`config.mk`:
```
export PLATFORM = sky130hd
export DESIGN_NAME = onchip_mem_dma_flat
export DESIGN_NICKNAME = d
export VERILOG_FILES = /design/src/rtl/onchip_mem_dma_pkg.sv /design/src/rtl/onchip_mem_dma_if.sv /design/src/rtl/onchip_mem_dma_pattern.sv /design/src/rtl/onchip_mem_dma.sv /design/src/flat_wrapper.sv
export SDC_FILE = /design/constraint.sdc
export NUM_CORES = 1
export LEC_CHECK = 0
export ABC_CLOCK_PERIOD_IN_PS = 7100
export BUFFER_PORTS_ARGS = -buffer_cell sky130_fd_sc_hd__clkbuf_2
export CAP_MARGIN = 10
export CORE_UTILIZATION = 48
export DETAILED_ROUTE_END_ITERATION = 8
export PLACE_DENSITY_LB_ADDON = 0.1
export SLEW_MARGIN = 0
export SYNTH_ARGS = -nofsm -noshare
export SYNTH_HDL_FRONTEND = slang
export SYNTH_SLANG_ARGS = --single-unit
```
`constraint.sdc`:
```
create_clock -name clk -period 7.1 [get_ports clk]
set_clock_uncertainty 0.15 [all_clocks]
set_input_delay 0.355 -clock clk [delete_from_list [all_inputs] [get_ports clk]]
set_output_delay 0.355 -clock clk [all_outputs]
set_load 0.01 [all_outputs]
```
`src/rtl/onchip_mem_dma_pkg.sv`:
```
// Shared types and defaults for the on-chip memory DMA initiator.
package onchip_mem_dma_pkg;

  localparam int DEF_ADDR_W = 11;
  localparam int DEF_DATA_W = 32;
  localparam int DEF_BE_W   = DEF_DATA_W / 8;
  localparam int DEF_LEN_W  = 12;

  localparam logic [1:0] OP_FILL  = 2'd0;
  localparam logic [1:0] OP_COPY  = 2'd1;
  localparam logic [1:0] OP_CHECK = 2'd2;

  typedef enum logic [2:0] {
    S_IDLE, S_FILL, S_CP_RD, S_CP_CAP, S_CP_WR, S_CK_RD, S_CK_LAST, S_DONE
  } state_t;

endpackage

```
`src/rtl/onchip_mem_dma_if.sv`:
```
// Avalon-MM port between the DMA initiator (master) and the on-chip memory (slave).
interface onchip_mem_dma_if #(
  parameter int ADDR_W = onchip_mem_dma_pkg::DEF_ADDR_W,
  parameter int DATA_W = onchip_mem_dma_pkg::DEF_DATA_W,
  parameter int BE_W   = onchip_mem_dma_pkg::DEF_BE_W
);
  import onchip_mem_dma_pkg::*;

  logic [ADDR_W-1:0] m_address;
  logic [BE_W-1:0]   m_byteenable;
  logic              m_chipselect;
  logic              m_write;
  logic [DATA_W-1:0] m_writedata;
  logic              m_clken;
  logic              m_debugaccess;
  logic [DATA_W-1:0] m_readdata;

  modport master (
    output m_address, m_byteenable, m_chipselect, m_write, m_writedata,
           m_clken, m_debugaccess,
    input  m_readdata
  );

  modport slave (
    input  m_address, m_byteenable, m_chipselect, m_write, m_writedata,
           m_clken, m_debugaccess,
    output m_readdata
  );

endinterface

```
`src/rtl/onchip_mem_dma_pattern.sv`:
```
// Word pattern generator: pattern_i = base + (incr ? i : 0), modulo 2^DATA_W.
module onchip_mem_dma_pattern import onchip_mem_dma_pkg::*; #(
  parameter int DATA_W = DEF_DATA_W,
  parameter int LEN_W  = DEF_LEN_W
) (
  input  logic [DATA_W-1:0] base,
  input  logic              incr,
  input  logic [LEN_W-1:0]  index,
  output logic [DATA_W-1:0] pattern
);

  assign pattern = base + (incr ? DATA_W'(index) : '0);

endmodule

```
`src/rtl/onchip_mem_dma.sv`:
```
// Single-channel FILL/COPY/CHECK engine driving the 2048x32 on-chip memory port.
module onchip_mem_dma import onchip_mem_dma_pkg::*; #(
  parameter int ADDR_W = DEF_ADDR_W,
  parameter int DATA_W = DEF_DATA_W,
  parameter int BE_W   = DEF_BE_W,
  parameter int LEN_W  = DEF_LEN_W
) (
  input  logic              clk,
  input  logic              reset,
  // Command handshake: a command is taken on a rising edge where
  // cmd_valid && cmd_ready; cmd_ready is high only in IDLE, so cmd_valid
  // seen while busy is neither latched nor queued.
  input  logic              cmd_valid,
  output logic              cmd_ready,
  input  logic [1:0]        cmd_op,
  input  logic [ADDR_W-1:0] cmd_src,
  input  logic [ADDR_W-1:0] cmd_dst,
  input  logic [LEN_W-1:0]  cmd_len,
  input  logic [DATA_W-1:0] cmd_pattern,
  input  logic              cmd_incr,
  output logic              busy,
  output logic              done,
  output logic [LEN_W-1:0]  err_count,
  output logic [ADDR_W-1:0] err_addr,
  output state_t            dbg_state,
  onchip_mem_dma_if.master  mem
);

  state_t            state, state_n;
  logic [LEN_W-1:0]  idx, len_q, idx_prev, pat_idx;
  logic [ADDR_W-1:0] src_q, dst_q, chk_addr;
  logic [DATA_W-1:0] pat_q, word_q, pattern;
  logic              incr_q, last, chk_en, mismatch;

  assign idx_prev = idx - LEN_W'(1);
  assign last     = (idx == len_q - LEN_W'(1));
  // CHECK compares the word read one cycle earlier, so it uses index i-1.
  assign pat_idx  = (state == S_CK_RD || state == S_CK_LAST) ? idx_prev : idx;
  assign chk_en   = (state == S_CK_RD && idx != '0) || state == S_CK_LAST;
  assign chk_addr = dst_q + idx_prev[ADDR_W-1:0];
  assign mismatch = chk_en && (mem.m_readdata != pattern);

  onchip_mem_dma_pattern #(.DATA_W(DATA_W), .LEN_W(LEN_W)) u_pattern (
    .base    (pat_q),
    .incr    (incr_q),
    .index   (pat_idx),
    .pattern (pattern)
  );

  always_ff @(posedge clk) begin
    if (reset) begin
      state     <= S_IDLE;
      idx       <= '0;
      len_q     <= '0;
      src_q     <= '0;
      dst_q     <= '0;
      pat_q     <= '0;
      incr_q    <= 1'b0;
      word_q    <= '0;
      err_count <= '0;
      err_addr  <= '0;
    end else begin
      state <= state_n;
      case (state)
        S_IDLE: if (cmd_valid) begin
          idx       <= '0;
          len_q     <= cmd_len;
          src_q     <= cmd_src;
          dst_q     <= cmd_dst;
          pat_q     <= cmd_pattern;
          incr_q    <= cmd_incr;
          err_count <= '0;
          err_addr  <= '0;
        end
        S_FILL, S_CP_WR, S_CK_RD: idx <= idx + LEN_W'(1);
        S_CP_CAP: word_q <= mem.m_readdata;
        default: ;
      endcase
      // err_count only returns to zero on a new command, so zero marks the first miss.
      if (mismatch) begin
        if (err_count != '1) err_count <= err_count + LEN_W'(1);
        if (err_count == '0) err_addr <= chk_addr;
      end
    end
  end

  always_comb begin
    state_n = state;
    case (state)
      S_IDLE: if (cmd_valid) begin
        if (cmd_len == '0) state_n = S_DONE;
        else begin
          case (cmd_op)
            OP_FILL:  state_n = S_FILL;
            OP_COPY:  state_n = S_CP_RD;
            OP_CHECK: state_n = S_CK_RD;
            default:  state_n = S_DONE;
          endcase
        end
      end
      S_FILL:    if (last) state_n = S_DONE;
      S_CP_RD:   state_n = S_CP_CAP;
      S_CP_CAP:  state_n = S_CP_WR;
      S_CP_WR:   state_n = last ? S_DONE : S_CP_RD;
      S_CK_RD:   if (last) state_n = S_CK_LAST;
      S_CK_LAST: state_n = S_DONE;
      S_DONE:    state_n = S_IDLE;
      default:   state_n = S_IDLE;
    endcase
  end

  always_comb begin
    mem.m_address    = '0;
    mem.m_chipselect = 1'b0;
    mem.m_write      = 1'b0;
    mem.m_writedata  = '0;
    case (state)
      S_FILL: begin
        mem.m_address    = dst_q + idx[ADDR_W-1:0];
        mem.m_chipselect = 1'b1;
        mem.m_write      = 1'b1;
        mem.m_writedata  = pattern;
      end
      S_CP_RD: begin
        mem.m_address    = src_q + idx[ADDR_W-1:0];
        mem.m_chipselect = 1'b1;
      end
      S_CP_WR: begin
        mem.m_address    = dst_q + idx[ADDR_W-1:0];
        mem.m_chipselect = 1'b1;
        mem.m_write      = 1'b1;
        mem.m_writedata  = word_q;
      end
      S_CK_RD: begin
        mem.m_address    = dst_q + idx[ADDR_W-1:0];
        mem.m_chipselect = 1'b1;
      end
      default: ;
    endcase
  end

  assign mem.m_byteenable  = {BE_W{mem.m_chipselect}};
  assign mem.m_debugaccess = mem.m_write;
  assign mem.m_clken       = ~reset;
  assign cmd_ready         = (state == S_IDLE);
  assign busy              = (state != S_IDLE);
  assign done              = (state == S_DONE);
  assign dbg_state         = state;

endmodule

```
`src/flat_wrapper.sv`:
```
// flat-port wrapper written by rule: the top's interface ports become plain ports
module onchip_mem_dma_flat import onchip_mem_dma_pkg::*;
#(
  parameter int ADDR_W = DEF_ADDR_W,
  parameter int DATA_W = DEF_DATA_W,
  parameter int BE_W   = DEF_BE_W,
  parameter int LEN_W  = DEF_LEN_W
)
  (clk, reset, cmd_valid, cmd_ready, cmd_op, cmd_src, cmd_dst, cmd_len, cmd_pattern, cmd_incr, busy, done, err_count, err_addr, dbg_state, mem_m_address, mem_m_byteenable, mem_m_chipselect, mem_m_write, mem_m_writedata, mem_m_clken, mem_m_debugaccess, mem_m_readdata);
  onchip_mem_dma_if #(.ADDR_W(ADDR_W), .DATA_W(DATA_W), .BE_W(BE_W)) mem_i ();
  input  logic clk;
  input  logic reset;
  input  logic cmd_valid;
  output logic cmd_ready;
  input  logic [1:0] cmd_op;
  input  logic [ADDR_W-1:0] cmd_src;
  input  logic [ADDR_W-1:0] cmd_dst;
  input  logic [LEN_W-1:0] cmd_len;
  input  logic [DATA_W-1:0] cmd_pattern;
  input  logic cmd_incr;
  output logic busy;
  output logic done;
  output logic [LEN_W-1:0] err_count;
  output logic [ADDR_W-1:0] err_addr;
  output state_t dbg_state;
  output wire logic [$bits(mem_i.m_address)-1:0] mem_m_address;
  output wire logic [$bits(mem_i.m_byteenable)-1:0] mem_m_byteenable;
  output wire logic [$bits(mem_i.m_chipselect)-1:0] mem_m_chipselect;
  output wire logic [$bits(mem_i.m_write)-1:0] mem_m_write;
  output wire logic [$bits(mem_i.m_writedata)-1:0] mem_m_writedata;
  output wire logic [$bits(mem_i.m_clken)-1:0] mem_m_clken;
  output wire logic [$bits(mem_i.m_debugaccess)-1:0] mem_m_debugaccess;
  input wire logic [$bits(mem_i.m_readdata)-1:0] mem_m_readdata;
  assign mem_m_address = mem_i.m_address;
  assign mem_m_byteenable = mem_i.m_byteenable;
  assign mem_m_chipselect = mem_i.m_chipselect;
  assign mem_m_write = mem_i.m_write;
  assign mem_m_writedata = mem_i.m_writedata;
  assign mem_m_clken = mem_i.m_clken;
  assign mem_m_debugaccess = mem_i.m_debugaccess;
  assign mem_i.m_readdata = mem_m_readdata;
  onchip_mem_dma #(.ADDR_W(ADDR_W), .DATA_W(DATA_W), .BE_W(BE_W), .LEN_W(LEN_W)) u_core (.clk(clk), .reset(reset), .cmd_valid(cmd_valid), .cmd_ready(cmd_ready), .cmd_op(cmd_op), .cmd_src(cmd_src), .cmd_dst(cmd_dst), .cmd_len(cmd_len), .cmd_pattern(cmd_pattern), .cmd_incr(cmd_incr), .busy(busy), .done(done), .err_count(err_count), .err_addr(err_addr), .dbg_state(dbg_state), .mem(mem_i));
endmodule
```
==> impl_metrics.env <==
export IMPL_fin_nets=1627
export IMPL_fmax_mhz=149
export IMPL_timing_rr_end="u_core.err_addr[0]"
export IMPL_viasPerCell=5.58
export IMPL_rsz0062_at_grt="false"
export IMPL_r2r_start="u_core.idx[1]"
export IMPL_grt_pass1_wl_um=47200
export IMPL_fp_coreArea_mm2=0.0197
export IMPL_seq_area_mm2=0.00274
export IMPL_clock_sinks=137
export IMPL_finalPower_mw=3.63
export IMPL_finalMaxSlewViolations=0
export IMPL_hold_ws_ps=5.22
export IMPL_fin_area_mm2=0.0117
export IMPL_yosys_top_cells_area="dfxtp_1 28%, nand2_1 11%, a21oi_1 7.8%"
export IMPL_io_pin_count=184
export IMPL_hpwl_um=22700
export IMPL_syn_avg_cell_area_um2=7.39
export IMPL_grt_usage_pct=29.7
export IMPL_worst_r2r_cell_count=19
export IMPL_synthCells=1312
export IMPL_drv_cap=0
export IMPL_layout_setup_ws_ps=389
export IMPL_power_density_mw_per_mm2=310
export IMPL_core_rowCount=51
export IMPL_crit_chain="inv_1 > ha_1 > nand2_1 > or3_1 > or3_1 > or3_1 > or3_1 > a21boi_0 > ha_1 > nand4_1 > a2111oi_4 > o21a_1 > and4_1 > xor3_1 > or4_1 > or4_1 > nand4b_4 > or2_2 > a21oi_1"
export IMPL_crit_type="reg2reg"
export IMPL_clockBufferDepth=2
export IMPL_ys_warn_count=0
export IMPL_drt_iter0_drc=752
export IMPL_cts_tree="built"
export IMPL_yosysSeqAreaShare_pct=28.3
export IMPL_drive_gt1_share_pct=18.2
export IMPL_die_area_mm2=0.0208
export IMPL_initial_utilization_pct=49.3
export IMPL_netlist_top_cells_count="284 x nand2_1, 151 x a21oi_1, 137 x dfxtp_1, 63 x clkbuf_1, 59 x nor2_1"
export IMPL_synth_cell_types=83
export IMPL_nFillCells=1931
export IMPL_hold_path_class="in2reg"
export IMPL_die_width_um=144
export IMPL_fin_crit_sh_pct=94.5
export IMPL_grt_max_degree=72
export IMPL_finalNonFillerCells=1761
export IMPL_synth_top_area_share_pct=28.3
export IMPL_slew_headroom_pct=24.6
export IMPL_reg2reg_slack_ps=390
export IMPL_tns_ps=0
export IMPL_place_congestion=0.989
export IMPL_synthesis_area_mm2=0.00969
export IMPL_die_h_um=144
export IMPL_post_cts_buffers=0
export IMPL_syn_nets=1456
export IMPL_cts_made_buffers=17
export IMPL_dpl_cell_count=1683
export IMPL_clk_pin_slew_ps=70
export IMPL_area_growth_pct=20.7
export IMPL_min_path_cells=3
export IMPL_outcome="finished, final reports clean"
export IMPL_dp_slack_ps=302
export IMPL_antenna_cells=0
export IMPL_antenna_found_initial=0
export IMPL_htreeDepth=4
export IMPL_ant_nets=0
export IMPL_peakVddDrop_uv=171
export IMPL_cp_slowest_cell="or4_1"
export IMPL_hold_start="cmd_len[1]"
export IMPL_clk_latency_ps=440
export IMPL_vias=9835
export IMPL_post_synth_top_count_cell="nand2_1"
export IMPL_setup_violations=0
export IMPL_root_buffer="clkbuf_16"
export IMPL_cp_startpoint="u_core.idx[1]"
export IMPL_slowest_delay_ps=750
export IMPL_cp_end_kind="flip-flop"
export IMPL_leakage_nw=4.73
export IMPL_grt_pass1_vias=8804
export IMPL_routed_wl_um=30600
export IMPL_dr_pass1_iters=5
export IMPL_cp_arrival_ps=6850
export IMPL_path_max_fanout=22
export IMPL_cp_data_required_time_ps=7240
export IMPL_synth_edff_count=0
export IMPL_drc=0
export IMPL_final_util_pct=59.5
export IMPL_overflow=0
export IMPL_io_buffers=183
export IMPL_min_period_ps=6710
export IMPL_cp_common_cell="or3_1"
export IMPL_ys_async_sr_fraction_pct=0
export IMPL_synth_flop_cell="dfxtp_1"
export IMPL_ys_ff_latch=137
export IMPL_min_to="u_core.len_q[1]"
export IMPL_synth_top_area_cell="dfxtp_1"
export IMPL_hold_viol=0
export IMPL_wl_per_cell_um=17.4
export IMPL_cp_start_kind="flip-flop"
export IMPL_worst_slew_pin_slew_ps=1120
export IMPL_post_dp_cell_area_mm2=0.0106
export IMPL_multi_input_area_mm2=0.00641
## registers in the layout, indices dropped and copies added (netlist names)
signal / count
u_core.err_addr: 11
u_core.dst_q: 11
u_core.src_q: 11
u_core.err_count: 12
u_core.word_q: 32
u_core.incr_q: 1
u_core.dbg_state: 3
u_core.len_q: 12
u_core.idx: 12
u_core.pat_q: 32
## kinds of logic (layout without fill, tap and decap cells)
kind of cell | after synthesis | count (layout) | synth area share [%]
xor+xnor | 110 | 110 | 11.0
mux | 19 | 19 | 2.12
fa+ha+maj | 40 | 40 | 5.39
flops | 137 | 137 | 28.3
simple gates | 549 | 549 | 26.7
compound gates | 325 | 325 | 20.7
buf+inv | 132 | 316 | 5.90
## critical path: cells and delay by family, from the launching register on
kind | cells | cell delay [ps]
AOI/OAI and AO/OA | 4 | 1130
buffers and inverters | 1 | 150
DFF | 1 | 390
xor gates and xnor gates | 1 | 210
and+or+nand+nor | 11 | 3940
adders and majority gates | 2 | 590
## where the power goes
part | internal, mW | switching [mW]
clock network | 0.497 | 0.409
registers | 0.895 | 0.151
logic | 0.648 | 1.03
## placed cells by master, fill, tap and decap left out, types with 43 or more instances in the layout
cell type,synthesis,layout
nor2_1,59,58
xnor2_1,53,53
nand2_1,284,283
dlygate4sd3_1,0,46
xor2_1,50,50
inv_1,43,43
o21ai_0,55,55
a21oi_1,151,151
clkbuf_2,0,182
dfxtp_1,137,137
## area by class of cell
| type | count | area share [%] |
|---|---|---|
| Clock inverter | 15 | 1.33 |
| Tap cell | 265 | 2.83 |
| Clock buffer | 17 | 3.64 |
| Inverter | 43 | 1.38 |
| Sequential cell | 137 | 23.4 |
| Timing Repair Buffer | 241 | 12.6 |
| Multi-Input combinational cell | 1043 | 54.8 |
## how the worst max path moves through the flow
stage,cells past startpoint,slack [ps],end
finish,19,390,u_core.err_addr[0]
floorplan,22,1300,u_core.err_count[2]
global route,19,8,u_core.err_addr[9]
CTS,19,300,u_core.err_addr[0]
global placement,20,460,u_core.err_addr[0]
detailed placement,19,300,u_core.err_addr[2]
## per-layer routing
layer	routed length, um	track usage (%)	up-vias
met3	1820	4.34	40
met4	692	10.6	0
met2	13500	45.7	342
li1	-	-	4904
met5	0	0	-
met1	14600	42.0	4549
## timing repair
action | 4_1_cts | 5_1_grt
resized for setup | 0 | 3
hold buffers | 46 | 0
endpoints found under the setup margin | 0 | 23
endpoints found under the hold margin | 46 | 0
No activity file was read; power rests on OpenSTA's default activity.
